### src/rtl/ddr_line_reader_if.sv
// Signal bundle between the line reader, its AXI4 read slave, the video controller and the
// line FIFO. The master modport is the reader's view; slave is everything around it.
interface ddr_line_reader_if #(
    parameter int unsigned AXI4_DATA_WIDTH = 128,
    parameter int unsigned AXI4_ADDR_WIDTH = 32
);
    logic                       AXI_FULL_BURST_VALID;
    logic                       AXI_FULL_BURST_READY;
    logic                       frame_start;
    logic [AXI4_ADDR_WIDTH-1:0] frame_base;
    logic [AXI4_ADDR_WIDTH-1:0] M_AXI_ARADDR;
    logic [7:0]                 M_AXI_ARLEN;
    logic [2:0]                 M_AXI_ARSIZE;
    logic [1:0]                 M_AXI_ARBURST;
    logic                       M_AXI_ARVALID;
    logic                       M_AXI_ARREADY;
    logic [AXI4_DATA_WIDTH-1:0] M_AXI_RDATA;
    logic [1:0]                 M_AXI_RRESP;
    logic                       M_AXI_RLAST;
    logic                       M_AXI_RVALID;
    logic                       M_AXI_RREADY;
    logic                       fifo_wr_en;
    logic [AXI4_DATA_WIDTH-1:0] fifo_wr_data;
    logic                       fifo_prog_full;
    logic                       rd_err;

    modport master (
        input  AXI_FULL_BURST_VALID, frame_start, frame_base,
        output AXI_FULL_BURST_READY,
        output M_AXI_ARADDR, M_AXI_ARLEN, M_AXI_ARSIZE, M_AXI_ARBURST, M_AXI_ARVALID,
        input  M_AXI_ARREADY,
        input  M_AXI_RDATA, M_AXI_RRESP, M_AXI_RLAST, M_AXI_RVALID,
        output M_AXI_RREADY,
        output fifo_wr_en, fifo_wr_data,
        input  fifo_prog_full,
        output rd_err
    );

    modport slave (
        output AXI_FULL_BURST_VALID, frame_start, frame_base,
        input  AXI_FULL_BURST_READY,
        input  M_AXI_ARADDR, M_AXI_ARLEN, M_AXI_ARSIZE, M_AXI_ARBURST, M_AXI_ARVALID,
        output M_AXI_ARREADY,
        output M_AXI_RDATA, M_AXI_RRESP, M_AXI_RLAST, M_AXI_RVALID,
        input  M_AXI_RREADY,
        input  fifo_wr_en, fifo_wr_data,
        output fifo_prog_full,
        input  rd_err
    );
endinterface

### src/rtl/ddr_line_reader.sv
// Frame-buffer read master: fetches one display line per request as a sequence of single
// outstanding AXI4 INCR bursts and forwards every beat to the video line FIFO.
module ddr_line_reader #(
    parameter int unsigned AXI4_DATA_WIDTH = 128,
    parameter int unsigned AXI4_ADDR_WIDTH = 32,
    parameter int unsigned H_DISP          = 1920,
    parameter int unsigned V_DISP          = 1080,
    parameter int unsigned BURST_LEN       = 16
) (
    input logic                M_AXI_ACLK,
    input logic                M_AXI_ARESET,
    ddr_line_reader_if.master  bus
);
    localparam int unsigned BEAT_BYTES  = AXI4_DATA_WIDTH / 8;
    localparam int unsigned BURST_BYTES = BURST_LEN * BEAT_BYTES;
    localparam int unsigned LINE_BYTES  = H_DISP * 4;
    localparam int unsigned BURSTS      = LINE_BYTES / BURST_BYTES;
    localparam int unsigned BEAT_W      = (BURST_LEN > 1) ? $clog2(BURST_LEN) : 1;
    localparam int unsigned BURST_W     = (BURSTS > 1) ? $clog2(BURSTS) : 1;
    localparam int unsigned LINE_W      = (V_DISP > 1) ? $clog2(V_DISP) : 1;
    localparam int unsigned AW          = AXI4_ADDR_WIDTH;

    localparam logic [BEAT_W-1:0]  LAST_BEAT  = BEAT_W'(BURST_LEN - 1);
    localparam logic [BURST_W-1:0] LAST_BURST = BURST_W'(BURSTS - 1);
    localparam logic [LINE_W-1:0]  LAST_LINE  = LINE_W'(V_DISP - 1);

    typedef enum logic [1:0] {StIdle, StAddr, StData, StGap} state_e;

    state_e                     r_state, w_state_nxt;
    logic                       r_ready, w_ready_nxt;
    logic                       r_arvalid, w_arvalid_nxt;
    logic [AW-1:0]              r_araddr, w_araddr_nxt;
    logic                       r_wr_en, w_wr_en_nxt;
    logic [AXI4_DATA_WIDTH-1:0] r_wr_data, w_wr_data_nxt;
    logic                       r_err, w_err_nxt;
    logic [LINE_W-1:0]          r_line_idx, w_line_idx_nxt;
    logic [AW-1:0]              r_base, w_base_nxt;
    logic [BURST_W-1:0]         r_burst_cnt, w_burst_cnt_nxt;
    logic [BEAT_W-1:0]          r_beat_cnt, w_beat_cnt_nxt;
    logic                       r_fs_pend, w_fs_pend_nxt;

    logic                       w_req;
    logic                       w_beat;
    logic                       w_last_beat;
    logic                       w_beat_err;
    logic [LINE_W-1:0]          w_req_idx;
    logic [AW-1:0]              w_frame_base;
    logic [AW-1:0]              w_req_base;
    logic [AW-1:0]              w_line_off;
    logic                       w_unused;

    assign w_req        = r_ready && bus.AXI_FULL_BURST_VALID;
    assign w_beat       = (r_state == StData) && bus.M_AXI_RVALID;
    assign w_last_beat  = (r_beat_cnt == LAST_BEAT);
    assign w_beat_err   = (bus.M_AXI_RRESP != 2'b00) || (bus.M_AXI_RLAST != w_last_beat);
    // A frame_start coinciding with the request makes this line 0.
    assign w_req_idx    = bus.frame_start ? '0 : r_line_idx;
    assign w_frame_base = {bus.frame_base[AW-1:12], 12'h000};
    assign w_req_base   = (w_req_idx == '0) ? w_frame_base : r_base;
    assign w_line_off   = AW'(w_req_idx) * AW'(LINE_BYTES);
    assign w_unused     = ^bus.frame_base[11:0];

    always_comb begin
        w_state_nxt     = r_state;
        w_arvalid_nxt   = r_arvalid;
        w_araddr_nxt    = r_araddr;
        w_err_nxt       = r_err;
        w_line_idx_nxt  = r_line_idx;
        w_base_nxt      = r_base;
        w_burst_cnt_nxt = r_burst_cnt;
        w_beat_cnt_nxt  = r_beat_cnt;
        w_fs_pend_nxt   = r_fs_pend;
        w_wr_en_nxt     = w_beat;
        w_wr_data_nxt   = w_beat ? bus.M_AXI_RDATA : r_wr_data;

        if (bus.frame_start && (r_state != StIdle)) begin
            w_fs_pend_nxt = 1'b1;
        end

        unique case (r_state)
            StIdle: begin
                if (bus.frame_start) begin
                    w_line_idx_nxt = '0;
                    w_fs_pend_nxt  = 1'b0;
                end
                if (w_req) begin
                    w_base_nxt      = w_req_base;
                    w_araddr_nxt    = w_req_base + w_line_off;
                    w_burst_cnt_nxt = '0;
                    w_state_nxt     = StGap;
                end
            end
            StGap: begin
                if (!bus.fifo_prog_full) begin
                    w_arvalid_nxt = 1'b1;
                    w_state_nxt   = StAddr;
                end
            end
            StAddr: begin
                if (bus.M_AXI_ARREADY) begin
                    w_arvalid_nxt  = 1'b0;
                    w_beat_cnt_nxt = '0;
                    w_state_nxt    = StData;
                end
            end
            StData: begin
                if (w_beat) begin
                    if (w_beat_err) begin
                        w_err_nxt = 1'b1;
                    end
                    if (w_last_beat) begin
                        w_beat_cnt_nxt = '0;
                        if (r_burst_cnt == LAST_BURST) begin
                            w_state_nxt    = StIdle;
                            w_fs_pend_nxt  = 1'b0;
                            w_line_idx_nxt = (r_fs_pend || bus.frame_start ||
                                              (r_line_idx == LAST_LINE)) ? '0 :
                                             r_line_idx + LINE_W'(1);
                        end else begin
                            w_araddr_nxt    = r_araddr + AW'(BURST_BYTES);
                            w_burst_cnt_nxt = r_burst_cnt + BURST_W'(1);
                            w_state_nxt     = StGap;
                        end
                    end else begin
                        w_beat_cnt_nxt = r_beat_cnt + BEAT_W'(1);
                    end
                end
            end
            default: w_state_nxt = StIdle;
        endcase

        w_ready_nxt = (w_state_nxt == StIdle);
    end

    always_ff @(posedge M_AXI_ACLK or posedge M_AXI_ARESET) begin
        if (M_AXI_ARESET) begin
            r_state     <= StIdle;
            r_ready     <= 1'b0;
            r_arvalid   <= 1'b0;
            r_araddr    <= '0;
            r_wr_en     <= 1'b0;
            r_wr_data   <= '0;
            r_err       <= 1'b0;
            r_line_idx  <= '0;
            r_base      <= '0;
            r_burst_cnt <= '0;
            r_beat_cnt  <= '0;
            r_fs_pend   <= 1'b0;
        end else begin
            r_state     <= w_state_nxt;
            r_ready     <= w_ready_nxt;
            r_arvalid   <= w_arvalid_nxt;
            r_araddr    <= w_araddr_nxt;
            r_wr_en     <= w_wr_en_nxt;
            r_wr_data   <= w_wr_data_nxt;
            r_err       <= w_err_nxt;
            r_line_idx  <= w_line_idx_nxt;
            r_base      <= w_base_nxt;
            r_burst_cnt <= w_burst_cnt_nxt;
            r_beat_cnt  <= w_beat_cnt_nxt;
            r_fs_pend   <= w_fs_pend_nxt;
        end
    end

    assign bus.AXI_FULL_BURST_READY = r_ready;
    assign bus.M_AXI_ARADDR         = r_araddr;
    assign bus.M_AXI_ARLEN          = 8'(BURST_LEN - 1);
    assign bus.M_AXI_ARSIZE         = 3'($clog2(BEAT_BYTES));
    assign bus.M_AXI_ARBURST        = 2'b01;
    assign bus.M_AXI_ARVALID        = r_arvalid;
    assign bus.M_AXI_RREADY         = (r_state == StData);
    assign bus.fifo_wr_en           = r_wr_en;
    assign bus.fifo_wr_data         = r_wr_data;
    assign bus.rd_err               = r_err;
endmodule

### src/flat_wrapper.sv
// flat-port wrapper written by rule: the top's interface ports become plain ports
module ddr_line_reader_flat 
#(
    parameter int unsigned AXI4_DATA_WIDTH = 128,
    parameter int unsigned AXI4_ADDR_WIDTH = 32,
    parameter int unsigned H_DISP          = 1920,
    parameter int unsigned V_DISP          = 1080,
    parameter int unsigned BURST_LEN       = 16
)
  (M_AXI_ACLK, M_AXI_ARESET, bus_AXI_FULL_BURST_VALID, bus_frame_start, bus_frame_base, bus_AXI_FULL_BURST_READY, bus_M_AXI_ARADDR, bus_M_AXI_ARLEN, bus_M_AXI_ARSIZE, bus_M_AXI_ARBURST, bus_M_AXI_ARVALID, bus_M_AXI_ARREADY, bus_M_AXI_RDATA, bus_M_AXI_RRESP, bus_M_AXI_RLAST, bus_M_AXI_RVALID, bus_M_AXI_RREADY, bus_fifo_wr_en, bus_fifo_wr_data, bus_fifo_prog_full, bus_rd_err);
  ddr_line_reader_if #(.AXI4_DATA_WIDTH(AXI4_DATA_WIDTH), .AXI4_ADDR_WIDTH(AXI4_ADDR_WIDTH)) bus_i ();
  input logic M_AXI_ACLK;
  input logic M_AXI_ARESET;
  input wire logic [$bits(bus_i.AXI_FULL_BURST_VALID)-1:0] bus_AXI_FULL_BURST_VALID;
  input wire logic [$bits(bus_i.frame_start)-1:0] bus_frame_start;
  input wire logic [$bits(bus_i.frame_base)-1:0] bus_frame_base;
  output wire logic [$bits(bus_i.AXI_FULL_BURST_READY)-1:0] bus_AXI_FULL_BURST_READY;
  output wire logic [$bits(bus_i.M_AXI_ARADDR)-1:0] bus_M_AXI_ARADDR;
  output wire logic [$bits(bus_i.M_AXI_ARLEN)-1:0] bus_M_AXI_ARLEN;
  output wire logic [$bits(bus_i.M_AXI_ARSIZE)-1:0] bus_M_AXI_ARSIZE;
  output wire logic [$bits(bus_i.M_AXI_ARBURST)-1:0] bus_M_AXI_ARBURST;
  output wire logic [$bits(bus_i.M_AXI_ARVALID)-1:0] bus_M_AXI_ARVALID;
  input wire logic [$bits(bus_i.M_AXI_ARREADY)-1:0] bus_M_AXI_ARREADY;
  input wire logic [$bits(bus_i.M_AXI_RDATA)-1:0] bus_M_AXI_RDATA;
  input wire logic [$bits(bus_i.M_AXI_RRESP)-1:0] bus_M_AXI_RRESP;
  input wire logic [$bits(bus_i.M_AXI_RLAST)-1:0] bus_M_AXI_RLAST;
  input wire logic [$bits(bus_i.M_AXI_RVALID)-1:0] bus_M_AXI_RVALID;
  output wire logic [$bits(bus_i.M_AXI_RREADY)-1:0] bus_M_AXI_RREADY;
  output wire logic [$bits(bus_i.fifo_wr_en)-1:0] bus_fifo_wr_en;
  output wire logic [$bits(bus_i.fifo_wr_data)-1:0] bus_fifo_wr_data;
  input wire logic [$bits(bus_i.fifo_prog_full)-1:0] bus_fifo_prog_full;
  output wire logic [$bits(bus_i.rd_err)-1:0] bus_rd_err;
  assign bus_i.AXI_FULL_BURST_VALID = bus_AXI_FULL_BURST_VALID;
  assign bus_i.frame_start = bus_frame_start;
  assign bus_i.frame_base = bus_frame_base;
  assign bus_AXI_FULL_BURST_READY = bus_i.AXI_FULL_BURST_READY;
  assign bus_M_AXI_ARADDR = bus_i.M_AXI_ARADDR;
  assign bus_M_AXI_ARLEN = bus_i.M_AXI_ARLEN;
  assign bus_M_AXI_ARSIZE = bus_i.M_AXI_ARSIZE;
  assign bus_M_AXI_ARBURST = bus_i.M_AXI_ARBURST;
  assign bus_M_AXI_ARVALID = bus_i.M_AXI_ARVALID;
  assign bus_i.M_AXI_ARREADY = bus_M_AXI_ARREADY;
  assign bus_i.M_AXI_RDATA = bus_M_AXI_RDATA;
  assign bus_i.M_AXI_RRESP = bus_M_AXI_RRESP;
  assign bus_i.M_AXI_RLAST = bus_M_AXI_RLAST;
  assign bus_i.M_AXI_RVALID = bus_M_AXI_RVALID;
  assign bus_M_AXI_RREADY = bus_i.M_AXI_RREADY;
  assign bus_fifo_wr_en = bus_i.fifo_wr_en;
  assign bus_fifo_wr_data = bus_i.fifo_wr_data;
  assign bus_i.fifo_prog_full = bus_fifo_prog_full;
  assign bus_rd_err = bus_i.rd_err;
  ddr_line_reader #(.AXI4_DATA_WIDTH(AXI4_DATA_WIDTH), .AXI4_ADDR_WIDTH(AXI4_ADDR_WIDTH), .H_DISP(H_DISP), .V_DISP(V_DISP), .BURST_LEN(BURST_LEN)) u_core (.M_AXI_ACLK(M_AXI_ACLK), .M_AXI_ARESET(M_AXI_ARESET), .bus(bus_i));
endmodule
### config.mk
export PLATFORM = sky130hd
export DESIGN_NAME = ddr_line_reader_flat
export DESIGN_NICKNAME = d
export VERILOG_FILES = /design/src/rtl/ddr_line_reader_if.sv /design/src/rtl/ddr_line_reader.sv /design/src/flat_wrapper.sv
export SDC_FILE = /design/constraint.sdc
export NUM_CORES = 1
export LEC_CHECK = 0
export BUFFER_PORTS_ARGS = -buffer_cell sky130_fd_sc_hd__buf_2
export CAP_MARGIN = 20
export CORE_MARGIN = 1
export CORE_UTILIZATION = 52
export DETAILED_ROUTE_END_ITERATION = 12
export PLACE_DENSITY = 0.81
export SKIP_CTS_REPAIR_TIMING = 1
export SYNTH_ARGS = -nofsm -noshare
export SYNTH_HDL_FRONTEND = slang
export SYNTH_SLANG_ARGS = --single-unit
### constraint.sdc
create_clock -name M_AXI_ACLK -period 8.9 [get_ports M_AXI_ACLK]
set_input_delay 1.78 -clock M_AXI_ACLK [delete_from_list [all_inputs] [get_ports M_AXI_ACLK]]
set_output_delay 1.78 -clock M_AXI_ACLK [all_outputs]
set_load 0.1 [all_outputs]
==> results of run 1 <==
## worst max-delay path by stage
stage,from,to,slack [ps],cells past startpoint
finish,bus_frame_start,u_core.bus.M_AXI_ARADDR[29],2370,22
global placement,bus_frame_start,u_core.bus.M_AXI_ARADDR[29],2000,22
detailed placement,bus_frame_start,u_core.bus.M_AXI_ARADDR[29],1910,22
floorplan,M_AXI_ARESET,u_core.bus.AXI_FULL_BURST_READY,1130,1
global route,bus_frame_start,u_core.bus.M_AXI_ARADDR[29],1870,23
CTS,bus_frame_start,u_core.bus.M_AXI_ARADDR[29],2380,22
## routing by layer
layer / vias to the layer above / share of wire / global-route usage
li1: 4414 / - / -
met1: 4659 / 0.40 / 0.346
met2: 369 / 0.50 / 0.463
met3: 70 / 0.064 / 0.0506
met4: 2 / 0.032 / 0.0910
met5: - / 0.00041 / 0
## layout make-up
class | count | area (um2) | area share
multi-input combinational | 762 | 5690 | 0.401
clock inverter | 9 | 101 | 0.00715
tap | 280 | 350 | 0.0247
inverter | 44 | 175 | 0.0124
sequential | 219 | 5480 | 0.387
timing repair buffer | 332 | 1710 | 0.121
clock buffer | 34 | 669 | 0.0472
## worst min-delay path, delay by kind of cell, from the launching register on
kind          cells  cell delay (ps)
flops             1              340
simple gates      2              100
## cells in the final DEF, fill, tap and decap left out, types with 11 or more instances in the layout
| cell | count |
|---|---|
| a21oi_1 | 37 |
| and3_1 | 14 |
| buf_2 | 322 |
| clkbuf_16 | 25 |
| conb_1 | 13 |
| dfrtp_1 | 219 |
| fa_1 | 13 |
| ha_1 | 46 |
| inv_1 | 42 |
| mux2_2 | 149 |
| nand2_1 | 115 |
| nand3_1 | 39 |
| nand4_1 | 14 |
| nor2_1 | 46 |
| nor2b_1 | 27 |
| nor3_1 | 20 |
| o21ai_0 | 43 |
| o21ai_1 | 12 |
| o31ai_1 | 11 |
| xnor2_1 | 26 |
## state kept, by name, summed over array words and instances (netlist names)
signal / cells
u_core.bus.fifo_wr_data: 128
u_core.bus.fifo_wr_en: 1
u_core.r_fs_pend: 1
u_core.bus.AXI_FULL_BURST_READY: 1
u_core.r_line_idx: 11
u_core.bus.M_AXI_ARADDR: 32
u_core.r_burst_cnt: 5
u_core.r_base: 32
u_core.r_state: 2
u_core.bus.rd_err: 1
u_core.r_beat_cnt: 4
u_core.bus.M_AXI_ARVALID: 1
## through the flow
step	setup slack [ps]	std cells	util
4_1_cts	2380	1678	0.648
3_5_place_dp	1910	1635	0.612
6_report	2370	1680	0.650
5_1_grt	1870	1680	0.650
2_1_floorplan	1130	1085	-
3_3_place_gp	2000	1635	0.612
## kinds of logic after synthesis
group	after synthesis	synth area share
compound gates	182	0.101
xor+xnor	36	0.0272
fa+ha+maj	60	0.0730
buf+inv	104	0.0401
flops	219	0.473
mux	158	0.153
other cells	2	0.000648
simple gates	313	0.132
==> metrics.md, run 1 <==
| Metric | Value |
|---|---|
| Kind of critical path | in2reg |
| Core footprint | 21,800 um2 |
| Post-synthesis cell area | about 12,000 um2 |
| Crit path buf inv count | 2 |
| CTS Sinks | between 200 and 250 |
| Vias in the first global route | 9,220 |
| FMAX | between 0.15 and 0.2 GHz |
| Hold path startpoint | u_core.bus.M_AXI_ARADDR[3] |
| Largest net degree at the start of global routing | 141 |
| Routed len/inst | 19.0 um |
| Final Cell Area | 14,200 um2 |
| Remaining DRCs | 0 |
| Htree depth | 1 |
| Worst Hold Depth | 2 |
| Final setup violation count | 0 |
| Hpwl dp | 23,400 um |
| Worst-Skew Late Latency | 510 ps |
| Post-synthesis area per instance | approximately 11 um2 |
| Global Route Usage Sum | 0.272 |
| Fin. max-slew vios | 0 |
| EDFF count, synth | 0 |
| Chain of cells forming the critical path | buf_2 > inv_1 > nand2_1 > ha_1 > ha_1 > ha_1 > xnor2_1 > fa_1 > a21oi_1 > o211ai_1 > a31oi_1 > nor2b_1 > o21ai_0 > nor2b_1 > xnor2_1 > ha_1 > o21ai_0 > nand2b_1 > a21oi_1 > nor2_1 > a221oi_1 > o221ai_1 |
| R2R setup slack | 3530 ps |
| Yosys warns | 0 |
| Relative slew slack | 0.274 |
| Initial Util | 0.531 |
| Synth cell types | 69 |
| Diodes inserted | 0 |
| Final TNS setup | 0 ps |
| Port bufs | between 300 and 400 |
| CP required | 9270 ps |
| CTS Buf Count | 25 |
| Period utilisation layout | 0.733 |
| Die X | around 150 um |
| Total number of vias | 9,514 |
| Unrepaired setup endpoints after global routing | false |
| Hold_ws | about 470 ps |
| Most numerous cell in the Yosys netlist | dfrtp_1 |
| Area after detailed placement | 13,400 um2 |
| Global-route wire length before repair | 48,300 um |
| Cells on worst reg2reg path | 21 |
| Ys async rst share | 1.00 |
| Share of layout cells above drive strength 1 | 0.379 |
| Longest Clk Path Bufs | 3 |
| Worst setup EP type | flop |
| Post-synth top area share | 0.473 |
| Hold Violations, Final | 0 |
| Pre-Repair DR Iteration Count | 5 |
| Worst Max-Slew Pin Slew | 1090 ps |
| Cells after synthesis | 1,074 |
| Synth Flop Type | dfrtp_1 |
| IO Pins | 348 |
| Slowest cell on the critical path | fa_1 |
| Most frequent CP cell | ha_1 |
| Clock skew | 13.1 ps |
| Worst setup SP type | primary input |
| Critical Path Fanout Max | 14 |
| Post-synth top cells | dfrtp_1 (219), mux2_2 (149), nand2_1 (115) |
| Die area | 22,900 um2 |
| Max Cap Viol | 0 |
| Post-synthesis sequential area ratio | 0.473 |
| Area Overhead vs Synth | 22.4% |
| Placement row count | 54 |
| CP arrival | 6900 ps |
| Root Buffer | clkbuf_16 |
| Post-Route WL | ~32,000 um |
| Largest cells by area after synthesis | dfrtp_1 (47%), mux2_2 (14%), ha_1 (5.0%) |
| Hold path endpoint | u_core.bus.M_AXI_ARADDR[3] |
| Drt initial violations | 458 |
| FF+latch count, synth | 219 |
| Detail Route Antenna Nets | 0 |
| Crit path largest cell delay | 410 ps |
| Status | finished, final reports clean |
| Reg clk slew, reported paths | 60 ps |
| RePlAce Congestion | 0.879 |
| Fill cell count | about 1,700 |
| Die Span Y | roughly 150 um |
| Gr ovfl total | 0 |
| Post-synth top area cell | dfrtp_1 |
| Post-layout net count | around 1,600 |
| R2R Path Start | u_core.r_line_idx[0] |
| CTS tree | built |
| Min-Delay Path Class | reg2reg |
| Reg-to-reg endpoint | u_core.bus.M_AXI_ARADDR[29] |
| Min Tclk post-route | between 6000 and 7000 ps |
| Via density | ~5.7 |
| Initial antenna violation count | 1 |
| Top Family by Delay on Critical Path | compound AO/OA/AOI/OAI gates |
Power of run 1 is not shown: default switching activity piles up to over one toggle a cycle in this logic, so the estimate is an artifact.
==> inputs of run 2 (changes only) <==
==> constraint.sdc (replaced) <==
create_clock -name M_AXI_ACLK -period 6.55 [get_ports M_AXI_ACLK]
set_input_delay 1.31 -clock M_AXI_ACLK [delete_from_list [all_inputs] [get_ports M_AXI_ACLK]]
set_output_delay 1.31 -clock M_AXI_ACLK [all_outputs]
set_load 0.1 [all_outputs]
==> run 2 against run 1 <==
Die area unchanged. First-iteration DRC count is 6.6% higher. Worst hold slack about the same. Critical path depth stayed put. Core utilization increased by 0.64 points. Cell count is 0.24% higher. Setup slack worse by 1600 ps. Design area grew 0.98%. Sequential cell count is the same. Via count down 1.0%. Count of clock-buffer cells in the layout fell by 3. Critical path type unchanged.
==> metrics.md, run 2 (synthesis results as in run 1) <==
| Metric | Value |
|---|---|
| Longest Clk Path Bufs | 3 (unchanged) |
| Routed len/inst | 18.7 um (was 19.0 um) |
| Kind of critical path | in2reg (unchanged) |
| Layout Cells excl Fill | 1,684 (was 1,680) |
| Core footprint | 21,800 um2 (unchanged) |
| Status | finished, final reports clean (unchanged) |
| RePlAce Congestion | 0.925 (was 0.879) |
| Final TNS setup | 0 ps (unchanged) |
| Port bufs | 322 (unchanged) |
| Placed Cells | 1,639 (was 1,635) |
| Pre-Repair DR Iteration Count | 5 (unchanged) |
| Relative slew slack | 0.270 (was 0.274) |
| Commonest non-fill, non-tap cell in the layout | buf_2 (unchanged) |
| Total number of vias | 9,417 (was 9,514) |
| Most frequent cells in the layout | buf_2 (322), dfrtp_1 (219), mux2_2 (149) (unchanged) |
| Root Buffer | clkbuf_16 (unchanged) |
| Placement row count | 54 (unchanged) |
| Max reg flops | 128 (unchanged) |
| Critical Path Fanout Max | 6 (was 14) |
| IO Pins | 348 (unchanged) |
| Chain of cells forming the critical path | buf_2 > nor2b_1 > inv_1 > ha_1 > ha_1 > ha_1 > xnor2_1 > ha_1 > a21oi_1 > o211ai_1 > a31oi_1 > nor2b_1 > o21a_1 > nor2_1 > xnor2_1 > ha_1 > or3_1 > a311o_1 > a21oi_1 > nor2_1 > a221oi_1 > o221ai_1 (was buf_2 > inv_1 > nand2_1 > ha_1 > ha_1 > ha_1 > xnor2_1 > fa_1 > a21oi_1 > o211ai_1 > a31oi_1 > nor2b_1 > o21ai_0 > nor2b_1 > xnor2_1 > ha_1 > o21ai_0 > nand2b_1 > a21oi_1 > nor2_1 > a221oi_1 > o221ai_1) |
| Unrepaired setup endpoints after global routing | false (unchanged) |
| Worst-Skew Late Latency | 540 ps (was 510 ps) |
| Diodes inserted | 0 (unchanged) |
| Detail Route Antenna Nets | 0 (unchanged) |
| Share of layout cells above drive strength 1 | 0.385 (was 0.379) |
| Slowest cell on the critical path | ha_1 (was fa_1) |
| Initial Util | 0.531 (unchanged) |
| Max Cap Viol | 0 (unchanged) |
| Hpwl dp | 23,400 um (about the same) |
| Drt initial violations | 488 (was 458) |
| CTS tree | built (unchanged) |
| Worst setup SP type | primary input (unchanged) |
| CP arrival | 6200 ps (was 6900 ps) |
| Clock skew | 10.1 ps (was 13.1 ps) |
| Area Overhead vs Synth | 23.6% (was 22.4%) |
| Final setup violation count | 0 (unchanged) |
| Htree depth | 1 (unchanged) |
| CP required | 6940 ps (was 9270 ps) |
| Most frequent CP cell | ha_1 (unchanged) |
| Vias in the first global route | 8,978 (was 9,220) |
| Period utilisation layout | 0.886 |
| Min-Delay Path Class | reg2reg (unchanged) |
| Worst setup EP type | flop (unchanged) |
| Post-Route WL | 31,400 um (was 32,000 um) |
| CTS Sinks | 219 (unchanged) |
| Global-route wire length before repair | 47,400 um (was 48,300 um) |
| Gr ovfl total | 0 (unchanged) |
| Fin. max-slew vios | 0 (unchanged) |
| Initial antenna violation count | 0 (was 1) |
| Hold Violations, Final | 0 (unchanged) |
| Via density | 5.59 (was 5.66) |
| Largest net degree at the start of global routing | 158 (was 141) |
| Min Tclk post-route | a little under 6000 ps |
| Die X | 151 um (unchanged) |
| FMAX | 0.172 GHz |
| Reg clk slew, reported paths | 60 ps (about the same) |
| Crit path largest cell delay | 370 ps (was 410 ps) |
| Die area | 22,900 um2 (unchanged) |
| Worst Max-Slew Pin Slew | 1090 ps (about the same) |
| Remaining DRCs | 0 (unchanged) |
| Die Span Y | 151 um (unchanged) |
| CTS Buf Count | 25 (unchanged) |
| Global Route Usage Sum | 0.268 (was 0.272) |
| Post-layout net count | 1,615 (was 1,613) |
[run 2: final timing paths]
path | from | to | slack (ps) | cells past startpoint
hold reg to reg | u_core.bus.M_AXI_ARADDR[4] | u_core.bus.M_AXI_ARADDR[4] | 470 | 2
setup / recovery | bus_frame_start | u_core.bus.M_AXI_ARADDR[29] | 740 | 22
min in group asynchronous | M_AXI_ARESET | u_core.bus.fifo_wr_data[50] | 1000 | 3
setup reg to reg | u_core.r_line_idx[0] | u_core.bus.M_AXI_ARADDR[29] | 1200 | 21
max in group asynchronous | M_AXI_ARESET | u_core.r_base[2] | 4850 | 3
hold / removal | u_core.bus.M_AXI_ARADDR[4] | u_core.bus.M_AXI_ARADDR[4] | 470 | 2
[run 2: worst max-delay path: cells and delay by family]
kind | cells | cell delay, ps
AOI/OAI and AO/OA | 8 | 1950
adders and majority gates | 5 | 1500
xor gates and xnor gates | 2 | 330
buffers and inverters | 2 | 250
and+or+nand+nor | 5 | 860
[run 2: area by class of cell]
| type | instances | area [um2] |
|---|---|---|
| clock buffer | 31 | 688 |
| clock inverter | 14 | 225 |
| fill | 1695 | 7510 |
| inverter | 44 | 171 |
| multi-input combinational | 762 | 5690 |
| sequential | 219 | 5480 |
| tap | 280 | 350 |
| timing repair buffer | 334 | 1710 |
[run 2: routing by layer]
layer	routed length [um]	track usage
met5	0	0
met3	2180	0.0593
met4	1170	0.111
met2	15600	0.435
met1	12500	0.346
[run 2: per-stage QoR]
stage | worst slack (ps) | utilization | cell area (um2) | hold slack (ps)
after detailed placement | 266 | 0.614 | 13400 | 450
after global placement | 376 | 0.614 | 13400 | 446
after floorplan | 512 | - | 11600 | 449
after global routing | 429 | 0.656 | 14300 | 488
final | 744 | 0.656 | 14300 | 466
after CTS | 806 | 0.656 | 14300 | 472
Power of run 2 is left out for the same reason.
==> inputs of run 3 (changes only) <==
--- a/config.mk
+++ b/config.mk
@@ -11,6 +11,7 @@
 export CORE_UTILIZATION = 52
 export DETAILED_ROUTE_END_ITERATION = 12
 export PLACE_DENSITY = 0.81
+export RECOVER_POWER = 25
 export SKIP_CTS_REPAIR_TIMING = 1
 export SYNTH_ARGS = -nofsm -noshare
 export SYNTH_HDL_FRONTEND = slang
==> run 3 against run 2 <==
The run now ends with capacitance limit, slew limit left. Count of clock-buffer cells in the layout is the same. Critical path depth unchanged. Sequential share of layout area up 0.060 points. Cell count stayed put. Register-to-register slack lost 30 ps. Critical path type unchanged. Largest cell class unchanged.
==> metrics.md, run 3 (synthesis results as in run 1) <==
| Metric | Value |
|---|---|
| Reg clk slew, reported paths | 60 ps (about the same) |
| Initial Util | 0.531 (unchanged) |
| CTS tree | built (unchanged) |
| Critical Path Fanout Max | 6 (unchanged) |
| Remaining DRCs | 0 (unchanged) |
| Max Cap Viol | 2 (was 0) |
| Hold path endpoint | u_core.bus.M_AXI_ARADDR[4] (unchanged) |
| Drt initial violations | 520 (was 488) |
| Worst setup EP type | flop (unchanged) |
| Layout Cells excl Fill | 1,684 (unchanged) |
| Worst-Skew Late Latency | 540 ps (about the same) |
| Worst Max-Slew Pin Slew | 3820 ps (was 1090 ps) |
| Hold path startpoint | u_core.bus.M_AXI_ARADDR[4] (unchanged) |
| Relative slew slack | -1.55 (was 0.270) |
| Top Family by Delay on Critical Path | compound AO/OA/AOI/OAI gates (unchanged) |
| CP arrival | 6210 ps (was 6200 ps) |
| Diodes inserted | 0 (unchanged) |
| Post-layout net count | 1,615 (unchanged) |
| Status | complete, but fails checks (was finished, final reports clean) |
| Min Tclk post-route | 5830 ps (was 5810 ps) |
| Core footprint | 21,800 um2 (unchanged) |
| Vias in the first global route | 8,978 (unchanged) |
| R2R setup slack | 1170 ps (was 1200 ps) |
| Failing checks | capacitance limit, slew limit |
| Min-Delay Path Class | reg2reg (unchanged) |
| Fin. max-slew vios | 221 (was 0) |
| Worst Hold Depth | 2 (unchanged) |
| Longest Clk Path Bufs | 3 (unchanged) |
| CP required | 6940 ps (about the same) |
| Slowest cell on the critical path | ha_1 (unchanged) |
| Hpwl dp | 23,400 um (unchanged) |
| R2R Path Start | u_core.r_line_idx[0] (unchanged) |
| Placed Cells | 1,639 (unchanged) |
| RePlAce Congestion | 0.925 (unchanged) |
| Die area | 22,900 um2 (unchanged) |
| Period utilisation layout | 0.890 (was 0.886) |
| Unrepaired setup endpoints after global routing | false (unchanged) |
| Final setup violation count | 0 (unchanged) |
| Crit path buf inv count | 2 (unchanged) |
| Crit path largest cell delay | 370 ps (about the same) |
| Most frequent cells in the layout | buf_2 (321), dfrtp_1 (219), mux2_2 (149) (was buf_2 (322), dfrtp_1 (219), mux2_2 (149)) |
| Share of layout cells above drive strength 1 | 0.383 (was 0.385) |
| Total number of vias | 9,365 (was 9,417) |
| Global-route wire length before repair | 47,400 um (unchanged) |
| CTS Buf Count | 25 (unchanged) |
| Hold Violations, Final | 0 (unchanged) |
| CTS Sinks | 219 (unchanged) |
| Htree depth | 1 (unchanged) |
| Via density | 5.56 (was 5.59) |
| Pre-Repair DR Iteration Count | 5 (unchanged) |
| IO Pins | 348 (unchanged) |
| Worst setup SP type | primary input (unchanged) |
| Global Route Usage Sum | 0.268 (unchanged) |
| Die X | 151 um (unchanged) |
| Root Buffer | clkbuf_16 (unchanged) |
| Reg-to-reg endpoint | u_core.bus.M_AXI_ARADDR[29] (unchanged) |
| Clock skew | 15.0 ps (was 10.1 ps) |
| Die Span Y | 151 um (unchanged) |
| Most frequent CP cell | ha_1 (unchanged) |
| Initial antenna violation count | 0 (unchanged) |
| Detail Route Antenna Nets | 0 (unchanged) |
| Port bufs | 322 (unchanged) |
| Final TNS setup | 0 ps (unchanged) |
| Kind of critical path | in2reg (unchanged) |
| Placement row count | 54 (unchanged) |
| Area Overhead vs Synth | 23.4% (was 23.6%) |
| Max reg flops | 128 (unchanged) |
| Gr ovfl total | 0 (unchanged) |
| FMAX | 0.172 GHz (about the same) |
| Cells on worst reg2reg path | 21 (unchanged) |
| Largest net degree at the start of global routing | 158 (unchanged) |
| Post-Route WL | 31,400 um (about the same) |
| Chain of cells forming the critical path | buf_2 > nor2b_1 > inv_1 > ha_1 > ha_1 > ha_1 > xnor2_1 > ha_1 > a21oi_1 > o211ai_1 > a31oi_1 > nor2b_1 > o21a_1 > nor2_1 > xnor2_1 > ha_1 > or3_1 > a311o_1 > a21oi_1 > nor2_1 > a221oi_1 > o221ai_1 (unchanged) |
| Routed len/inst | 18.7 um (about the same) |
| Commonest non-fill, non-tap cell in the layout | buf_2 (unchanged) |
[run 3: changes by cell type in the layout (fill, tap and decap cells not counted)]
cell / before / now
buf_12: 1 / 0
buf_2: 322 / 321
buf_4: 11 / 10
clkbuf_1: 2 / 4
clkbuf_2: 0 / 1
clkinvlp_2: 0 / 1
clkinvlp_4: 3 / 2
[run 3: final cells by class]
type	count	area, um2
clock buffer	31	688
clock inverter	14	225
fill	1698	7530
inverter	44	169
multi-input combinational	762	5690
sequential	219	5480
tap	280	350
timing repair buffer	334	1690
[run 3: routing by layer]
layer  GRT usage  up-vias  part of all wire
met3      0.0593       53             0.071
met1       0.346     4538              0.39
li1            -     4418                 -
met4       0.111        0             0.036
met2       0.435      356              0.50
met5           0        -                 0
[run 3: stage by stage]
stage,hold WS [ps],instance area (um2),worst slack (ps),util
after floorplan,449,11600,512,-
after global placement,446,13400,376,0.614
after detailed placement,450,13400,266,0.614
after CTS,472,14300,806,0.656
after global routing,488,14300,429,0.655
final,467,14300,723,0.655
[run 3: how the worst max path moves through the flow]
stage	startpoint	to	slack, ps	depth (start not counted)
global route	bus_frame_start	u_core.bus.M_AXI_ARADDR[29]	430	22
finish	bus_frame_start	u_core.bus.M_AXI_ARADDR[29]	720	22
detailed placement	bus_frame_start	u_core.bus.M_AXI_ARADDR[29]	270	22
floorplan	bus_frame_start	u_core.bus.M_AXI_ARADDR[26]	510	24
CTS	bus_frame_start	u_core.bus.M_AXI_ARADDR[29]	810	22
global placement	bus_frame_start	u_core.bus.M_AXI_ARADDR[29]	380	22
[run 3: worst reg2reg max path: cells and delay by family, from the launching register on]
family | cells | cell delay [ps]
simple gates | 5 | 910
xor+xnor | 2 | 330
buf+inv | 1 | 110
fa+ha+maj | 5 | 1500
flops | 1 | 420
compound gates | 8 | 1960
Power of run 3 is left out for the same reason.
